--- config.mk ---
export PLATFORM = sky130hd
export DESIGN_NAME = bitline_add_ctrl
export DESIGN_NICKNAME = d
export VERILOG_FILES = /design/src/rtl/bitline_add_ctrl.sv
export SDC_FILE = /design/constraint.sdc
export NUM_CORES = 1
export LEC_CHECK = 0
export ABC_CLOCK_PERIOD_IN_PS = 2700
export CAP_MARGIN = 20
export CELL_PAD_IN_SITES_DETAIL_PLACEMENT = 1
export CELL_PAD_IN_SITES_GLOBAL_PLACEMENT = 2
export CORE_ASPECT_RATIO = 1.4
export CORE_MARGIN = 3
export CORE_UTILIZATION = 29
export DETAILED_ROUTE_END_ITERATION = 16
export HOLD_SLACK_MARGIN = 0.03
export PLACE_DENSITY = 0.81
export SYNTH_ARGS = -nofsm -noshare
export SYNTH_HDL_FRONTEND = slang
export SYNTH_SLANG_ARGS = --single-unit
--- constraint.sdc ---
create_clock -name clk -period 2.7 [get_ports clk]
set_input_delay 0.405 -clock clk [delete_from_list [all_inputs] [get_ports clk]]
set_output_delay 0.405 -clock clk [all_outputs]
set_load 0.05 [all_outputs]
--- src/rtl/bitline_add_ctrl.sv ---
// Bit-serial add sequencer for a transposed SRAM array: per bit reads A row, B row, writes sum row.
// Optional macro BITLINE_ADD_CTRL_SUB_EN adds a sub input selecting A - B (two's complement via inverted B).
module bitline_add_ctrl #(
  parameter int WIDTH  = 8,
  parameter int COLS   = 16,
  parameter int ADDR_W = 6
) (
  input  logic              clk,
  input  logic              rst,
  input  logic              start,
`ifdef BITLINE_ADD_CTRL_SUB_EN
  input  logic              sub,
`endif
  input  logic [ADDR_W-1:0] a_base,
  input  logic [ADDR_W-1:0] b_base,
  input  logic [ADDR_W-1:0] r_base,
  output logic              busy,
  output logic              done,
  output logic [COLS-1:0]   carry_out,
  output logic [ADDR_W-1:0] mem_addr,
  output logic              mem_rd_en,
  input  logic [COLS-1:0]   mem_rdata,
  output logic              mem_wr_en,
  output logic [COLS-1:0]   mem_wdata
);

  localparam int IDX_W = (WIDTH > 1) ? $clog2(WIDTH) : 1;
  localparam logic [IDX_W-1:0] LAST_IDX = IDX_W'(WIDTH - 1);

  // state | meaning
  // IDLE  | waiting for start, array port released
  // RD_A  | read strobe on A row of current bit
  // RD_B  | read strobe on B row, A data arrives and is captured
  // WR    | B data arrives, sum row written, carry updated
  // DONE  | one-cycle completion pulse
  typedef enum logic [2:0] {IDLE, RD_A, RD_B, WR, DONE} state_t;

  state_t            state_q, state_d;
  logic [IDX_W-1:0]  idx_q, idx_d;
  logic [ADDR_W-1:0] a_base_q, a_base_d;
  logic [ADDR_W-1:0] b_base_q, b_base_d;
  logic [ADDR_W-1:0] r_base_q, r_base_d;
  logic [COLS-1:0]   a_reg_q, a_reg_d;
  logic [COLS-1:0]   carry_q, carry_d;
  logic [COLS-1:0]   carry_out_q, carry_out_d;
  logic [COLS-1:0]   b_eff;
`ifdef BITLINE_ADD_CTRL_SUB_EN
  logic              sub_q, sub_d;
`endif

  always_comb begin
    state_d     = state_q;
    idx_d       = idx_q;
    a_base_d    = a_base_q;
    b_base_d    = b_base_q;
    r_base_d    = r_base_q;
    a_reg_d     = a_reg_q;
    carry_d     = carry_q;
    carry_out_d = carry_out_q;
    busy        = 1'b0;
    done        = 1'b0;
    mem_addr    = '0;
    mem_rd_en   = 1'b0;
    mem_wr_en   = 1'b0;
    mem_wdata   = '0;
    b_eff       = mem_rdata;
`ifdef BITLINE_ADD_CTRL_SUB_EN
    sub_d       = sub_q;
    if (sub_q) b_eff = ~mem_rdata;
`endif

    unique case (state_q)
      IDLE: begin
        if (start) begin
          a_base_d    = a_base;
          b_base_d    = b_base;
          r_base_d    = r_base;
          idx_d       = '0;
          carry_out_d = '0;
`ifdef BITLINE_ADD_CTRL_SUB_EN
          sub_d       = sub;
          carry_d     = {COLS{sub}};
`else
          carry_d     = '0;
`endif
          state_d     = RD_A;
        end
      end
      RD_A: begin
        busy      = 1'b1;
        mem_rd_en = 1'b1;
        mem_addr  = a_base_q + ADDR_W'(idx_q);
        state_d   = RD_B;
      end
      RD_B: begin
        busy      = 1'b1;
        mem_rd_en = 1'b1;
        mem_addr  = b_base_q + ADDR_W'(idx_q);
        a_reg_d   = mem_rdata;
        state_d   = WR;
      end
      WR: begin
        busy      = 1'b1;
        mem_wr_en = 1'b1;
        mem_addr  = r_base_q + ADDR_W'(idx_q);
        mem_wdata = a_reg_q ^ b_eff ^ carry_q;
        // generate term a&b is what the bitline carry cell produces natively
        carry_d   = (a_reg_q & b_eff) | ((a_reg_q ^ b_eff) & carry_q);
        if (idx_q == LAST_IDX) begin
          carry_out_d = carry_d;
          state_d     = DONE;
        end else begin
          idx_d   = idx_q + IDX_W'(1);
          state_d = RD_A;
        end
      end
      DONE: begin
        done    = 1'b1;
        state_d = IDLE;
      end
      default: state_d = IDLE;
    endcase
  end

  always_ff @(posedge clk) begin
    if (rst) begin
      state_q     <= IDLE;
      idx_q       <= '0;
      a_base_q    <= '0;
      b_base_q    <= '0;
      r_base_q    <= '0;
      a_reg_q     <= '0;
      carry_q     <= '0;
      carry_out_q <= '0;
`ifdef BITLINE_ADD_CTRL_SUB_EN
      sub_q       <= 1'b0;
`endif
    end else begin
      state_q     <= state_d;
      idx_q       <= idx_d;
      a_base_q    <= a_base_d;
      b_base_q    <= b_base_d;
      r_base_q    <= r_base_d;
      a_reg_q     <= a_reg_d;
      carry_q     <= carry_d;
      carry_out_q <= carry_out_d;
`ifdef BITLINE_ADD_CTRL_SUB_EN
      sub_q       <= sub_d;
`endif
    end
  end

  assign carry_out = carry_out_q;

endmodule

==> results.yml, run 1 <==
clocking:
  clock_latency_ns: 0.33
  cts_buffers: 9
  root_buffer: "clkbuf_16"
  clkTransAtPathRegs_ns: 0.05
  cts_buffer_depth: 2
  htreeDepth: 3
  cts_tree: "built"
  cts.sinks: 72
power:
  irDropWorstVdd_v: 0.000268
  pwr-share-clk_pct: 38.8
  powerDensity_mw_per_mm2: 647
  p_sw_share_pct: 29.3
  p_int_mw: 2.15
  p_switching_uw: 891
  seqPwrFrac_pct: 38.3
  power_leakage_nw: 1.82
  total_power_mw: 3.04
  combPwrFrac_pct: 22.9
placement:
  gp_congestion: 0.796
  post_dp_cell_area_mm2: 0.00429
  io_buffers: 78
  dp_cells: 578
  hpwl_mm: 6.72
routing:
  drt-initial-drc-count: 66
  wl_per_cell_um: 16.3
  wirelength_mm: 9.75
  drtAntennaViolNets: 0
  route.detailed.drc: 0
  vias_per_cell: 4.82
  dr.pass1.iters: 4
  dr_total_vias: 2885
yosys:
  synthFlopType: "dfxtp_1"
  ys_seq_elements: 72
  synth_edf_count: 0
  synth.area.top_cells: "dfxtp_1, fa_1, nand2_1, a21oi_1, a22o_1"
  ys_types: 38
  ys_async_sr_fraction_pct: 0
  synth.avg_cell_area_um2: 8.95
  yosys.area.top_type: "dfxtp_1"
  postSynthCellCount: 371
  synth.net_count: 430
  yosysWarningCount: 0
  synth_top_area_share_pct: 43.4
  yosysSeqAreaShare_pct: 43.4
  synthesis.area_mm2: 0.00332
critical_path:
  crit_path_end: "mem_addr[4]"
  r2r_start: "idx_q[0]"
  required_ns: 2.30
  crit_arrival_ns: 2.40
  cp-end-kind: "primary output"
  worst-r2r-setup-slack_ns: 0.82
  critPathKind: "reg2out"
  reg2regPathDepth: 6
  r2r_end: "carry_out[2]"
  cp-start-kind: "register"
  cp_max_fo: 3
  startpoint: "state_q[0]"
global_route:
  grt_pass1_vias: 3063
  grt_pass1_wl_mm: 15.7
  antenna_found_initial: 0
  overflow: 0
  grt_max_degree: 41
  grt_util_all_layers_pct: 16.3
cells_and_area:
  nNetsFinal: 513
  areaGrowthSynthToFinish_pct: 41.6
  finish.utilization_pct: 42.6
  layout_common_cells: "nand2_1, dfxtp_1, clkdlybuf4s50_1"
  layout_commonest_cell: "nand2_1"
  final_area_mm2: 0.00470
  n_antenna_cell: 0
  finalNonFillerCells: 598
  fillers: 1285
  drive_gt1_share_pct: 19.7
timing:
  max_freq_ghz: 0.357
  rsz0062_at_grt: "true"
  timing.final.hold_violations: 0
  worst_pin_slew_ns: 0.528
  setup_slack_ns: -0.103
  period_needed_ns: 2.80
  period_share_pct: 104
  skew_ns: 0.00680
  relSlewSlack_pct: 63.8
  setup_viol: 3
  maxSlewViolCount: 0
  setup_tns_ns: -0.143
run_status:
  failed_checks: "setup timing"
  outcome: "finished, violations left"
die:
  placementRows: 45
  start_util_pct: 30.1
  dieArea_mm2: 0.0128
  ios: 79
  die_x_um: 96.4
  coreArea_mm2: 0.0110
  die_h_um: 133
worst_hold_path:
  hp-class: "reg2reg"
run:
  drv_cap: 0
-- power by group through the flow --
stage	registers [mW]	clock network, mW	logic (mW)
floorplan	1.17	0	0.430
global placement	1.18	0	0.657
detailed placement	1.19	0	0.669
CTS	1.16	1.22	0.692
global route	1.17	1.27	0.769
finish	1.16	1.18	0.697
-- through the flow --
step / hold slack (ns) / worst slack (ns)
detailed placement: 0.450 / 0.0551
floorplan: 0.433 / -0.0213
global route: 0.486 / -0.190
finish: 0.454 / -0.103
CTS: 0.457 / -0.0943
global placement: 0.451 / 0.128
-- final cells by class --
cell class                      instances  area [µm²]  share of cell area (%)
Multi-Input combinational cell        267        1800                    38.3
Clock buffer                           11         253                    5.38
Inverter                                7        26.3                   0.559
Tap cell                              141         176                    3.75
Timing Repair Buffer                   97         955                    20.3
Sequential cell                        72        1450                    30.8
Clock inverter                          3        42.5                   0.905
-- flip-flops by register name, indices dropped and copies added (netlist names) --
signal	count
state_q	3
b_base_q	6
r_base_q	6
carry_q	16
a_reg_q	16
a_base_q	6
carry_out	16
idx_q	3
-- cell usage after synthesis (3+ instances only) --
master,instances
nor2_1,13
mux2i_1,5
and2_1,18
clkbuf_1,11
fa_1,17
inv_1,6
nand3_1,17
dfxtp_1,72
ha_1,5
nand2_1,87
a21oi_1,55
nor3_1,3
o21ai_0,4
a21o_1,3
mux2_2,4
buf_2,10
a22o_1,14
-- worst min path at each step --
stage | from | end | slack (ns) | cells after the start
global route | b_base_q[3] | b_base_q[3] | 0.49 | 2
global placement | b_base_q[3] | b_base_q[3] | 0.45 | 2
detailed placement | b_base_q[1] | b_base_q[1] | 0.45 | 2
floorplan | r_base_q[3] | r_base_q[3] | 0.43 | 2
finish | b_base_q[1] | b_base_q[1] | 0.45 | 2
CTS | b_base_q[1] | b_base_q[1] | 0.46 | 2
-- metal layers --
layer | wire length [µm] | GRT usage (%) | part of all wire (%)
met5 | 0 | 0 | 0
met4 | 182 | 5.54 | 1.9
met3 | 472 | 3.64 | 4.8
met2 | 5160 | 29.2 | 53
met1 | 3930 | 18.5 | 40
-- cells by family after synthesis --
family	share of synthesized area, %
muxes	3.32
and+or+nand+nor	20.9
xor gates and xnor gates	0.792
buffers and inverters	4.67
AOI/OAI and AO/OA	14.7
DFF	43.4
adders and majority gates	12.1
-- worst max-delay path, stage by stage (launching register included) --
cell	delay [ns]
dfxtp_4	0.36
mux2i_2	0.15
o21ai_2	0.13
ha_2	0.19
inv_1	0.05
fa_2	0.36
inv_2	0.06
a21oi_2	0.05
or3_4	0.38
a21oi_4	0.18
buf_12	0.15
-- timing repair --
item / CTS / global route
pin swaps: 3 / 6
setup endpoints to repair: 3 / 3
gates resized for setup: 12 / 10
endpoints found under the hold margin: 0 / 0
hold buffers: 0 / 0
gates cloned: 0 / 0
buffers inserted: 3 / 3
Power figures use the tool's default switching activity.
==> run 2, diff against run 1 <==
ABC_CLOCK_PERIOD_IN_PS = default   (was 2700)
==> results of run 2 <==
Same layout as run 1: the final DEF is identical, and so are final timing and power.
==> RTL edit: new RTL, settings of run 1 <==
The parameter `ADDR_W` goes from 6 to 5.
--- a/src/rtl/bitline_add_ctrl.sv
+++ b/src/rtl/bitline_add_ctrl.sv
@@ -4,5 +4,5 @@
   parameter int WIDTH  = 8,
   parameter int COLS   = 16,
-  parameter int ADDR_W = 6
+  parameter int ADDR_W = 5
 ) (
   input  logic              clk,
Interface: changed (resized a_base, b_base, mem_addr and r_base); port bits go from 79 to 75. No check against the original RTL was run, so the function may have changed too.
==> RTL edit against run 1 <==
- final area down 3.5%
- clock skew is 0.0036 ns lower
- total power is 8.2% lower
- setup slack better by 0.13 ns
- wire length is 14% lower
- count of clock-buffer cells in the layout is 2 higher
- sequential cell count shrank 3
- area after synthesis shrank 5.0%
- highest routed layer unchanged
==> RTL edit: results (changes against run 1) <==
Route
  • Routed WL: 8.34 mm (-14%)
  • Vias/cell: 4.71 (-2.5%)
  • DR iter-0 viols: 64 (-3.0%)

Timing
  • Slew headroom: 61.0% (-2.8 points)
  • Worst clock skew: 0.00322 ns (-0.00358 ns)

Finish
  • Share of layout cells above drive strength 1: 16.3% (-3.3 points)
  • Final net count: 469 (-8.6%)

Pwr
  • VDD IR max: 0.000336 V (+25%)
  • Pleak: 1.76 nW (-3.5%)

Synthesis
  • Post-synthesis xor/xnor area fraction: 0.833% (+0.041 points)
  • Post-Synth Adder-Cell Area: 13.2% (+1.0 points)
  • Mean post-synth cell area: 9.39 sq um (+4.9%)
  • Top cells by count, synth: dfxtp_1 (69), nand2_1 (67), a21oi_1 (36)
  • Area contributors post-synth: dfxtp_1 (44%), fa_1 (11%), nand2_1 (8.0%), a21oi_1 (5.7%), a22o_1 (3.9%)
  • Yosys cell types: 39 (+2.6%)
  • Multiplexer area fraction after synthesis: 2.26% (-1.1 points)
  • Synth Area in Compound Gates: 15.9% (+1.1 points)
  • Sequential share of the synthesized area: 43.8% (+0.37 points)

Critical path
  • Arr. time, crit path: 2.27 ns (-0.13 ns)

Placement
  • PortBufs: 74 (-5.1%)
  • Placed insts: 535 (-7.4%)
  • DP HPWL: 6.01 mm (-11%)
  • GPL Wtd Cong: 0.725 (-8.8%)

Run status
  • Status: finished clean

Global routing
  • GRT Util Overall: 14.9% (-1.4 points)
  • First-pass GRT wire length: 14.1 mm (-10%)
  • Vias in the first global route: 2880 (-6.0%)
  • Largest net degree at the start of global routing: 39 (-4.9%)
==> RTL edit: area by class of cell <==
cell class | instances | area [sq um]
clock buffers | 13 | 250
clock inverters | 2 | 10.0
fillers | 1173 | 5980
inverters | 2 | 7.51
multi-input cells | 242 | 1660
flip-flops and latches | 69 | 1390
well taps | 138 | 173
repair buffers | 88 | 1050
==> RTL edit: metrics by stage <==
stage          setup TNS [ns]  worst slack, ns  area (sq um)  util, %  hold slack, ns
6_report                    0           0.0247          4530     43.1           0.456
3_3_place_gp                0            0.197          4210     40.1           0.445
2_1_floorplan               0           0.0889          3170        -           0.432
4_1_cts                     0          0.00119          4510     42.9           0.460
3_5_place_dp                0            0.132          4210     40.1           0.452
5_1_grt               -0.0662          -0.0662          4530     43.1           0.480
==> RTL edit: cells by family (layout without fill, tap and decap cells) <==
family,Yosys count,in the layout
simple gates,131,131
compound gates,78,78
flops,69,69
buf+inv,25,105
fa+ha+maj,23,23
mux,7,7
xor+xnor,3,3
==> RTL edit: worst paths after layout <==
kind	start	endpoint	slack [ns]	depth (start not counted)
max	state_q[0]$_SDFFE_PP0P_	mem_addr[4]	0.02	8
min	b_base_q[1]$_SDFFE_PP0P_	b_base_q[1]$_SDFFE_PP0P_	0.46	2
min reg2reg	b_base_q[1]$_SDFFE_PP0P_	b_base_q[1]$_SDFFE_PP0P_	0.46	2
max reg2reg	state_q[2]$_SDFFE_PP0P_	carry_out[2]$_SDFFE_PP0P_	0.64	8
==> RTL edit: where the power goes <==
part / total [mW] / internal [mW] / leakage [nW] / switching [mW]
logic: 0.640 / 0.261 / 1.07 / 0.379
registers: 1.11 / 1.07 / 0.561 / 0.0371
clock network: 1.04 / 0.638 / 0.129 / 0.406
total: 2.79 / 1.97 / 1.76 / 0.822
==> RTL edit: worst max-delay path, stage by stage, from the launching register on <==
cell and delay, ns:
dfxtp_4 0.36, mux2i_1 0.13, o21ai_2 0.14, ha_2 0.20, fa_2 0.22, a21oi_2 0.07
or4_4 0.49, a21oi_4 0.18, buf_12 0.15
==> RTL edit: routing by layer <==
| metal | GRT usage (%) | wire, um |
|---|---|---|
| met5 | 0 | 0 |
| met4 | 5.70 | 165 |
| met3 | 3.14 | 348 |
| met2 | 27.1 | 4370 |
| met1 | 16.9 | 3450 |
==> RTL edit: timing repair <==
| item | CTS | global route |
|---|---|---|
| gates resized for setup | 9 | 6 |
| setup endpoints to repair | 1 | 3 |
| pin swaps | 5 | 3 |
| setup buffers | 3 | 1 |
